File: src/rtl/queen_stack_controller_if.sv
// Solver/RAM-side bundle for the queen position stack controller.
// slave = controller side; master = solver request lines plus the RAM read-data return.
interface queen_stack_controller_if #(
  parameter int WIDTH  = 6,
  parameter int ADDR_W = 3
);
  logic              push;
  logic              pop;
  logic              clear;
  logic [WIDTH-1:0]  data_in;
  logic [WIDTH-1:0]  data_out;
  logic              stack_ready;
  logic              underflow;
  logic              overflow;
  logic              empty;
  logic              full;
  logic [ADDR_W:0]   count;
  logic [ADDR_W-1:0] mem_addr;
  logic [WIDTH-1:0]  mem_wdata;
  logic              mem_we;
  logic [WIDTH-1:0]  mem_rdata;

  modport slave (
    input  push, pop, clear, data_in, mem_rdata,
    output data_out, stack_ready, underflow, overflow, empty, full, count,
           mem_addr, mem_wdata, mem_we
  );

  modport master (
    output push, pop, clear, data_in, mem_rdata,
    input  data_out, stack_ready, underflow, overflow, empty, full, count,
           mem_addr, mem_wdata, mem_we
  );
endinterface

File: src/rtl/queen_stack_controller.sv
// Push/pop sequencer for the queen position RAM; push takes 2 cycles, pop 3 cycles.
// Requests are only sampled while stack_ready=1; anything arriving while busy is dropped, not queued.
module queen_stack_controller #(
  parameter int WIDTH  = 6,
  parameter int DEPTH  = 8,
  parameter int ADDR_W = 3
) (
  input  logic                     clk,
  input  logic                     user_reset,
  queen_stack_controller_if.slave  bus
);

  typedef enum logic [1:0] {IDLE, WRITE, READ_ADDR, READ_DATA} state_t;

  localparam logic [ADDR_W:0] SP_MAX = (ADDR_W+1)'(DEPTH);

  state_t            state, state_nxt;
  logic [ADDR_W:0]   sp, sp_nxt;
  logic [ADDR_W-1:0] sp_dec;
  logic [WIDTH-1:0]  wdata, wdata_nxt;
  logic [WIDTH-1:0]  dout, dout_nxt;
  logic              uflow, uflow_nxt;
  logic              oflow, oflow_nxt;
  logic              empty, full;

  assign empty  = (sp == '0);
  assign full   = (sp == SP_MAX);
  assign sp_dec = sp[ADDR_W-1:0] - 1'b1;

  always_comb begin
    state_nxt = state;
    sp_nxt    = sp;
    wdata_nxt = wdata;
    dout_nxt  = dout;
    uflow_nxt = uflow;
    oflow_nxt = oflow;
    case (state)
      IDLE: begin
        // push has priority; a simultaneous pop is dropped without flagging
        if (bus.push) begin
          if (!full) begin
            wdata_nxt = bus.data_in;
            uflow_nxt = 1'b0;
            state_nxt = WRITE;
          end else begin
            oflow_nxt = 1'b1;
          end
        end else if (bus.pop) begin
          if (!empty) begin
            oflow_nxt = 1'b0;
            state_nxt = READ_ADDR;
          end else begin
            uflow_nxt = 1'b1;
          end
        end
      end
      WRITE: begin
        sp_nxt    = sp + 1'b1;
        state_nxt = IDLE;
      end
      READ_ADDR: begin
        sp_nxt    = sp - 1'b1;
        state_nxt = READ_DATA;
      end
      READ_DATA: begin
        dout_nxt  = bus.mem_rdata;
        state_nxt = IDLE;
      end
      default: state_nxt = IDLE;
    endcase
    // flush keeps the last popped value; an in-flight RAM write still completes
    if (bus.clear) begin
      state_nxt = IDLE;
      sp_nxt    = '0;
      uflow_nxt = 1'b0;
      oflow_nxt = 1'b0;
      dout_nxt  = dout;
    end
  end

  always_ff @(posedge clk) begin
    if (user_reset) begin
      state <= IDLE;
      sp    <= '0;
      wdata <= '0;
      dout  <= '0;
      uflow <= 1'b0;
      oflow <= 1'b0;
    end else begin
      state <= state_nxt;
      sp    <= sp_nxt;
      wdata <= wdata_nxt;
      dout  <= dout_nxt;
      uflow <= uflow_nxt;
      oflow <= oflow_nxt;
    end
  end

  always_comb begin
    bus.mem_addr = sp[ADDR_W-1:0];
    if (state == READ_ADDR) bus.mem_addr = sp_dec;
  end

  assign bus.mem_we      = (state == WRITE);
  assign bus.mem_wdata   = wdata;
  assign bus.stack_ready = (state == IDLE);
  assign bus.data_out    = dout;
  assign bus.underflow   = uflow;
  assign bus.overflow    = oflow;
  assign bus.empty       = empty;
  assign bus.full        = full;
  assign bus.count       = sp;

endmodule

File: src/flat_wrapper.sv
// flat-port wrapper written by rule: the top's interface ports become plain ports
module queen_stack_controller_flat 
#(
  parameter int WIDTH  = 6,
  parameter int DEPTH  = 8,
  parameter int ADDR_W = 3
)
  (clk, user_reset, bus_push, bus_pop, bus_clear, bus_data_in, bus_mem_rdata, bus_data_out, bus_stack_ready, bus_underflow, bus_overflow, bus_empty, bus_full, bus_count, bus_mem_addr, bus_mem_wdata, bus_mem_we);
  queen_stack_controller_if #(.WIDTH(WIDTH), .ADDR_W(ADDR_W)) bus_i ();
  input  logic clk;
  input  logic user_reset;
  input wire logic [$bits(bus_i.push)-1:0] bus_push;
  input wire logic [$bits(bus_i.pop)-1:0] bus_pop;
  input wire logic [$bits(bus_i.clear)-1:0] bus_clear;
  input wire logic [$bits(bus_i.data_in)-1:0] bus_data_in;
  input wire logic [$bits(bus_i.mem_rdata)-1:0] bus_mem_rdata;
  output wire logic [$bits(bus_i.data_out)-1:0] bus_data_out;
  output wire logic [$bits(bus_i.stack_ready)-1:0] bus_stack_ready;
  output wire logic [$bits(bus_i.underflow)-1:0] bus_underflow;
  output wire logic [$bits(bus_i.overflow)-1:0] bus_overflow;
  output wire logic [$bits(bus_i.empty)-1:0] bus_empty;
  output wire logic [$bits(bus_i.full)-1:0] bus_full;
  output wire logic [$bits(bus_i.count)-1:0] bus_count;
  output wire logic [$bits(bus_i.mem_addr)-1:0] bus_mem_addr;
  output wire logic [$bits(bus_i.mem_wdata)-1:0] bus_mem_wdata;
  output wire logic [$bits(bus_i.mem_we)-1:0] bus_mem_we;
  assign bus_i.push = bus_push;
  assign bus_i.pop = bus_pop;
  assign bus_i.clear = bus_clear;
  assign bus_i.data_in = bus_data_in;
  assign bus_i.mem_rdata = bus_mem_rdata;
  assign bus_data_out = bus_i.data_out;
  assign bus_stack_ready = bus_i.stack_ready;
  assign bus_underflow = bus_i.underflow;
  assign bus_overflow = bus_i.overflow;
  assign bus_empty = bus_i.empty;
  assign bus_full = bus_i.full;
  assign bus_count = bus_i.count;
  assign bus_mem_addr = bus_i.mem_addr;
  assign bus_mem_wdata = bus_i.mem_wdata;
  assign bus_mem_we = bus_i.mem_we;
  queen_stack_controller #(.WIDTH(WIDTH), .DEPTH(DEPTH), .ADDR_W(ADDR_W)) u_core (.clk(clk), .user_reset(user_reset), .bus(bus_i));
endmodule
File: config.mk
export PLATFORM = sky130hd
export DESIGN_NAME = queen_stack_controller_flat
export DESIGN_NICKNAME = d
export VERILOG_FILES = /design/src/rtl/queen_stack_controller_if.sv /design/src/rtl/queen_stack_controller.sv /design/src/flat_wrapper.sv
export SDC_FILE = /design/constraint.sdc
export NUM_CORES = 1
export LEC_CHECK = 0
export ABC_AREA = 1
export CAP_MARGIN = 30
export CORE_MARGIN = 4
export CORE_UTILIZATION = 45
export CTS_CLUSTER_DIAMETER = 120
export DETAILED_ROUTE_END_ITERATION = 12
export GPL_TIMING_DRIVEN = 0
export HOLD_SLACK_MARGIN = 0.1
export PLACE_DENSITY = 0.8
export SETUP_SLACK_MARGIN = 0.5
export SYNTH_ARGS = -nofsm -noshare
export SYNTH_HDL_FRONTEND = slang
export SYNTH_SLANG_ARGS = --single-unit
File: constraint.sdc
create_clock -name clk -period 2.2 [get_ports clk]
set_input_delay 0.33 -clock clk [delete_from_list [all_inputs] [get_ports clk]]
set_output_delay 0.33 -clock clk [all_outputs]
set_load 0.01 [all_outputs]
Word level (Yosys, flattened, before mapping)
Cells that the tools add are included.
{"block": "op_classes", "n_addsub": 3, "eq_ne": 10, "muxes": 15, "bitwise": 2, "reduce_logical": 12}
{"cell": "3-bit inequality test, second input constant", "count": 3}
{"cell": "1-bit two-way mux", "count": 8}
{"cell": "2-bit two-way mux", "count": 4}
{"cell": "4-bit case mux with 2 select lines", "count": 1}
{"cell": "4-bit AND reduction", "count": 2}
{"cell": "2-bit case mux with 3 select lines", "count": 1}
{"cell": "3-bit AND reduction", "count": 2}
{"cell": "2-bit nonzero test", "count": 3}
{"cell": "4-bit by 1-bit adder with 4-bit output, second input constant", "count": 1}
{"cell": "2-bit equality test, second input constant", "count": 2}
{"cell": "4-bit equality test, second input constant", "count": 1}
{"cell": "4-bit logical NOT", "count": 1}
{"cell": "2-bit inequality test, second input constant", "count": 2}
{"cell": "2-bit OR reduction", "count": 2}
{"cell": "4-bit by 1-bit subtractor with 4-bit output, second input constant", "count": 1}
{"cell": "3-bit two-way mux", "count": 1}
{"cell": "3-bit by 1-bit subtractor with 3-bit output, second input constant", "count": 1}
{"cell": "2-bit by 1-bit equality test with 1-bit output, second input constant", "count": 1}
{"cell": "2-bit logical NOT", "count": 1}
{"cell": "2-bit by 1-bit inequality test with 1-bit output, second input constant", "count": 1}
{"cell": "1-bit inverter", "count": 2}
{"cell": "2-bit AND reduction", "count": 1}
{"block": "word_totals", "reg_bits": 20, "inputBits": 17, "out_inout_bits": 25, "wordCells": 48}

Longest topological paths before layout
Gate-level depths: netlist of run 1.
{"block": "depth", "ltp_word": 5, "depth_mapped": 11, "depth_no_buf": 11}

Least setup slack after synthesis of run 1
Ideal clock, no wire load.
{"block": "synth_timing", "path_type": "reg2reg", "from": "register u_core.state[0]", "to": "register u_core.sp[2] (netlist: u_core.bus.count[2])", "setup_time_ns": 0.115, "t_arrival_ns": 1.392, "required_time_ns": 2.085, "slack_ns": 0.693, "path_stages_with_launch": 10, "n_path_buf": 0, "period_less_slack_ns": 1.507, "cell_sequence": "dfxtp_1 -> inv_1 -> ha_1 -> nor2_1 -> nor2_2 -> ha_1 -> a21oi_1 -> xnor2_1 -> o21ai_0 -> inv_1"}
{"block": "synth_via", "elab_chain_cells": 2, "word_cells_on_any_way": 4, "classes_between": "eq/ne (2); mux (1); reduce/logical (1)"}
{"item": "start, declared", "line_no": "queen_stack_controller.sv:17", "text": "state_t state, state_nxt;"}
{"item": "start signal, assigned", "line_no": "queen_stack_controller.sv:90", "text": "state <= state_nxt;"}
{"item": "2-bit equality test or 2-bit by 1-bit equality test with 1-bit output (tied branches)", "line_no": "queen_stack_controller.sv:37", "text": "case (state)"}
{"item": "4-bit case mux with 2 select lines or 2-bit nonzero test (tied branches)"}
{"item": "end signal, assigned", "line_no": "queen_stack_controller.sv:91", "text": "sp <= sp_nxt;"}
{"item": "end, declared", "line_no": "queen_stack_controller.sv:18", "text": "logic [ADDR_W:0] sp, sp_nxt;"}
Parallel ways exist; a longest one is shown, timed or not.
A chain may end at the register's enable or synchronous reset.

Final worst setup path of run 1
{"block": "layout_timing", "from": "register u_core.sp[0] (netlist: u_core.bus.count[0])", "to": "output port bus_mem_addr[2]"}
{"block": "layout_via", "elab_chain_cells": 2}
{"item": "3-bit by 1-bit subtractor with 3-bit output", "line_no": "queen_stack_controller.sv:28", "text": "assign sp_dec = sp[ADDR_W-1:0] - 1'b1;"}
{"item": "3-bit two-way mux", "line_no": "queen_stack_controller.sv:101", "text": "if (state == READ_ADDR) bus.mem_addr = sp_dec;"}
{"item": "end, declared", "line_no": "flat_wrapper.sv:24", "text": "output wire logic [$bits(bus_i.mem_addr)-1:0] bus_mem_addr;"}
Every way passes these cells.

==> results of run 1 <==
stage by stage:
stage	cells	util	setup slack, ps
2_1_floorplan	142	-	692.7
3_3_place_gp	211	0.6770	357.6
3_5_place_dp	211	0.6770	345.3
4_1_cts	215	0.7115	377.8
5_1_grt	215	0.7087	483.0
6_report	215	0.7087	580.7
routing by layer:
| metal | up-vias | track usage | wire length (µm) |
|---|---|---|---|
| met5 | - | 0 | 0 |
| met4 | 0 | 0.07797 | 76 |
| met3 | 7 | 0.05057 | 124 |
| met2 | 20 | 0.3222 | 1341 |
| met1 | 459 | 0.1921 | 1046 |
| li1 | 539 | - | - |
cell families (layout without fill, tap and decap cells):
kind of cell,count (synthesis),count (layout),share of synthesized area
AND/OR/NAND/NOR,54,54,0.2461
buffers and inverters,25,70,0.09156
AO/OA/AOI/OAI,32,32,0.1653
adder cells (fa/ha/maj),7,7,0.08323
flip-flops,20,20,0.3805
XOR/XNOR,4,4,0.03330
flip-flops by register name, summed over array words and instances (netlist names):
signal                cells
u_core.bus.count          4
u_core.bus.underflow      1
u_core.bus.overflow       1
u_core.bus.data_out       6
u_core.state              2
u_core.bus.mem_wdata      6
power by group:
part           internal (mW)  total [mW]  switching (mW)  leakage [nW]
combinational          0.102       0.205           0.103         0.481
clock                  0.101       0.214           0.113        0.0210
sequential             0.378       0.391          0.0140         0.166
area by class of cell:
class                           instances  area share
Buffer                                  1    0.002394
Clock buffer                            4     0.02314
Inverter                               24     0.06065
Multi-Input combinational cell         97      0.3831
Sequential cell                        20      0.2642
Tap cell                               28     0.02235
Timing Repair Buffer                   41      0.2442
timing repair:
item | in CTS | in global routing
pin swaps | 1 | 0
buffers inserted | 0 | 0
hold buffers | 0 | 0
resized for setup | 26 | 14
hold endpoints to repair | 0 | 0
setup endpoints to repair | 8 | 7
worst max-delay path, delay by kind of cell, from the launching register on:
family / cells / cell delay, ps
xor+xnor: 1 / 140
buf+inv: 2 / 220
simple gates: 1 / 70
flops: 1 / 390
fa+ha+maj: 1 / 170
how the worst min path moves through the flow:
| stage | slack [ps] | depth (start not counted) | endpoint | start |
|---|---|---|---|---|
| 2_1_floorplan | 470 | 2 | u_core.state[0]$_SDFFE_PP0P_ | u_core.state[0]$_SDFFE_PP0P_ |
| 3_3_place_gp | 460 | 2 | u_core.bus.overflow$_SDFFE_PP0P_ | u_core.bus.overflow$_SDFFE_PP0P_ |
| 3_5_place_dp | 470 | 2 | u_core.bus.overflow$_SDFFE_PP0P_ | u_core.bus.overflow$_SDFFE_PP0P_ |
| 4_1_cts | 480 | 2 | u_core.bus.overflow$_SDFFE_PP0P_ | u_core.bus.overflow$_SDFFE_PP0P_ |
| 5_1_grt | 520 | 2 | u_core.bus.overflow$_SDFFE_PP0P_ | u_core.bus.overflow$_SDFFE_PP0P_ |
| 6_report | 480 | 2 | u_core.bus.overflow$_SDFFE_PP0P_ | u_core.bus.overflow$_SDFFE_PP0P_ |
Yosys cell counts:
library cell   n  area [µm²]
a21oi_1       10       50.05
clkbuf_1       1       3.750
dfxtp_1       20       400.4
ha_1           7       87.58
inv_1         20       75.07
inv_2          3       11.26
inv_4          1       6.260
nand2_1       14       52.55
nand2_2        2       12.51
nand2_4        2       22.52
nand3_1        5       25.02
nor2_1        26       97.59
nor2_2         3       18.77
nor2_8         1       20.02
nor3_2         1       10.01
o21ai_0       19       95.09
o21ai_1        1       5.000
o21ai_4        1       16.27
o21bai_1       1       7.510
xnor2_1        2       17.52
xor2_1         2       17.52
==> metrics.txt, run 1 <==
status finished, final reports clean; sequential fraction of the synthesis area 0.3805; CTS tree yes; clk root buf clkbuf_4; Final TNS setup 0 ps; Multi-input gate area 600.6 µm²; reg2reg start u_core.state[0]$_SDFFE_PP0P_; GPL Wtd Cong 0.8211; clock sink count 20; RSZ-0062 raised after global routing true; CP required 1870 ps; row count 17; max_cap viols 0; CP max stage cell dfxtp_2; TritonCTS Buffers 3; commonest non-fill, non-tap cell in the layout clkdlybuf4s50_1; Syn-to-layout area delta 48.99%; CP Launch Type flip-flop; VDD IR max 0.3987 mV; critical path, cell by cell inv_2, ha_4, nand2_1, xor2_1, clkbuf_2; Final nets 212; fmax 617.5 MHz; count of final hold-check violations 0; fin area 1568 µm²; most frequent cells in the layout clkdlybuf4s50_1, nor2_1, o21ai_0; crit-path max FO 5; Initial Util 0.4757; Unique masters post-synth 21; Slew @ Worst Pin 306.4 ps; share of layout cells above drive strength 1 0.1872; Syn Nets 166; r2r endpoint u_core.bus.count[2]$_SDFFE_PP0P_; R2R Setup Slk 620 ps; Leak 0.6685 nW; Avg WL per Cell 12.04 µm; Reg2Reg Depth 10; die height 56.36 µm; crit share post-route 0.7361; relative slew slack 0.7957; clk_skew 2.010 ps; clk_lat worst skew 300 ps; # DRC 0; Synth warnings 0; CP endpoint bus_mem_addr[2]; WL final 2589 µm; crit path launch u_core.bus.count[0]$_SDFFE_PP0P_; via count of the first global-routing pass 1023; clock-pin slew on the worst setup and hold paths 110 ps; io pins 42; Hold WS 480.7 ps; clock tree buffer depth 2; Crit Path Category flip-flop to primary output; first-pass GRT wire length 4471 µm; Hold Path Class flip-flop to flip-flop; Fill cells 197; Syn Area/Cell 7.410 µm²; final worst path period need 1619 ps; Post-Synthesis Cells 142; Pwr Density 516.9 nW/µm²; Mapped Area 1052 µm²; Crit path largest cell delay 390 ps; largest net degree at the start of global routing 12; width of the die 56.36 µm; Synth Register Bits 20; HPWL after DPL 2031 µm; antenna violations before repair 0; crit path DAT 1290 ps; Critical Path Sink Type primary output; total power 810.4 µW; Ant. Diodes 0; H-tree levels 1; Setup violations, final 0; Vias 1025; die footprint 3176 µm²; Seq. cell area 414.1 µm²; Area after DPL 1498 µm²; DRT Pass-1 Iters 4; number of DRC markers in iteration 0 19; post-route ant nets 0; GRT Util Overall 0.1787; Pins Over Slew Limit 0; remaining global-route overflow 0; # port buffers 41; vias per cell 4.767; Core Region 2212 µm²
Note: power is estimated with default switching activity, not from simulation.
==> run 2, diff against run 1 <==
Settings changed: CORE_UTILIZATION 45 to 42, PLACE_DENSITY 0.8 to 0.75.
Clock period 2.2 ns to 1.6 ns, I/O delays scaled along.
==> run 2 against run 1 <==
- cell area rose by 25%
- utilization is 15 points higher
- combinational power grew 100%
- wire length up 39%
- sequential share of layout area is 4.3 points lower
- register-to-register slack worse by 520 ps
- clock power grew 25%
- total power rose by 52%
- die area is 6.1% higher
- critical path depth down 1
==> metrics.txt, run 2 (same netlist as run 1, synthesis figures left out) <==
status finished, final reports clean; Final TNS setup 0 ps; antenna violations before repair 0; Vias 1192; Layout Cells excl Fill 232; max_cap viols 0; io pins 42; VDD IR max 0.7108 mV; hold buffers post-CTS 0; crit share post-route 0.9592; total power 1.228 mW; R2R Setup Slk 100 ps; GPL Wtd Cong 0.7676; Initial Util 0.4581; Leak 0.8646 nW; CP required 1360 ps; clk root buf clkbuf_4; commonest non-fill, non-tap cell in the layout buf_2; # DRC 0; Final nets 229; Crit path largest cell delay 440 ps; Setup violations, final 0; via count of the first global-routing pass 1138; final worst path period need 1535 ps; WL final 3604 µm; Avg WL per Cell 15.53 µm; DRT Pass-1 Iters 4; TritonCTS Buffers 3; die height 58.06 µm; Pins Over Slew Limit 0; clock sink count 20; largest net degree at the start of global routing 12; fmax 651.6 MHz; Ant. Diodes 0; GRT Util Overall 0.1850; # port buffers 41; Critical Path Sink Type primary output; Core Region 2297 µm²; share of layout cells above drive strength 1 0.6471; first-pass GRT wire length 4905 µm; WP buf/inv 1; row count 17; remaining global-route overflow 0; Hold WS 489.4 ps; crit path DAT 1290 ps; CTS tree yes; Syn-to-layout area delta 86.80%; critical path, cell by cell ha_4, nand2_2, xor2_2, buf_2; clk_lat worst skew 320 ps; CP max stage cell dfxtp_4; vias per cell 5.138; placed cells 211; Pwr Density 624.9 nW/µm²; number of DRC markers in iteration 0 18; H-tree levels 1; clk_skew 15.61 ps; slack of the critical path 65.23 ps; most frequent cells in the layout buf_2, clkdlybuf4s50_1, dfxtp_2; Hold Path Class flip-flop to flip-flop; Place WS -95.89 ps; width of the die 58.06 µm; clock-pin slew on the worst setup and hold paths 130 ps; count of final hold-check violations 0; Area after DPL 1558 µm²; HPWL after DPL 2004 µm; relative slew slack 0.8078; CP Launch Type flip-flop; CP top delay family flip-flops; post-route ant nets 0; clock tree buffer depth 2; Slew @ Worst Pin 288.0 ps; RSZ-0062 raised after global routing true; final core utilization 0.8557; fin area 1966 µm²; crit-path max FO 5; Crit Path Category flip-flop to primary output; die footprint 3370 µm²
[run 2: cell count changes in the layout (fill, tap and decap cells not counted), sizes merged]
cell / change
dlygate4sd2: -2
buf: +40
clkdlybuf4s50: -18
clkbuf: -5
clkinv: +1
clkdlybuf4s15: +1
[run 2: power breakdown]
group	leakage, nW	switching [mW]	internal, mW	total [mW]
Clock	0.0154	0.176	0.0913	0.267
Sequential	0.173	0.0257	0.522	0.547
Combinational	0.676	0.215	0.199	0.414
Total	0.865	0.416	0.812	1.23
[run 2: final timing paths]
check        depth (start not counted)                                   end                                  from
min reg2reg                          2  u_core.bus.mem_wdata[1]$_SDFFE_PP0P_  u_core.bus.mem_wdata[1]$_SDFFE_PP0P_
min                                  2  u_core.bus.mem_wdata[1]$_SDFFE_PP0P_  u_core.bus.mem_wdata[1]$_SDFFE_PP0P_
max                                  4                       bus_mem_addr[2]          u_core.state[1]$_SDFFE_PP0P_
max reg2reg                         10      u_core.bus.count[2]$_SDFFE_PP0P_          u_core.state[0]$_SDFFE_PP0P_
[run 2: area by class of cell]
class | instances | area [µm²]
Clock buffer | 3 | 22.52
Sequential cell | 20 | 435.4
Timing Repair Buffer | 58 | 486.7
Tap cell | 28 | 35.03
Clock inverter | 1 | 3.754
Inverter | 24 | 120.1
Multi-Input combinational cell | 97 | 857.1
Fill cell | 116 | 331.6
Buffer | 1 | 5.005
[run 2: per-layer routing]
metal	global-route usage	vias up	wire (µm)
met5	0	-	0
met3	0.06459	12	244
met2	0.3419	48	1852
met1	0.2030	555	1405
met4	0.03642	0	102
li1	-	577	-
[run 2: repair_timing]
item / 4_1_cts / 5_1_grt
gates resized for setup: 180 / 39
pin swaps: 13 / 9
gates cloned: 0 / 0
endpoints found under the setup margin: 44 / 31
endpoints found under the hold margin: 0 / 0
setup buffers: 15 / 2
[run 2: tightest hold or removal path, cell delays in order (launching register included)]
cell and delay [ps]:
dfxtp_2 350, nor2_4 70, nor2_1 40
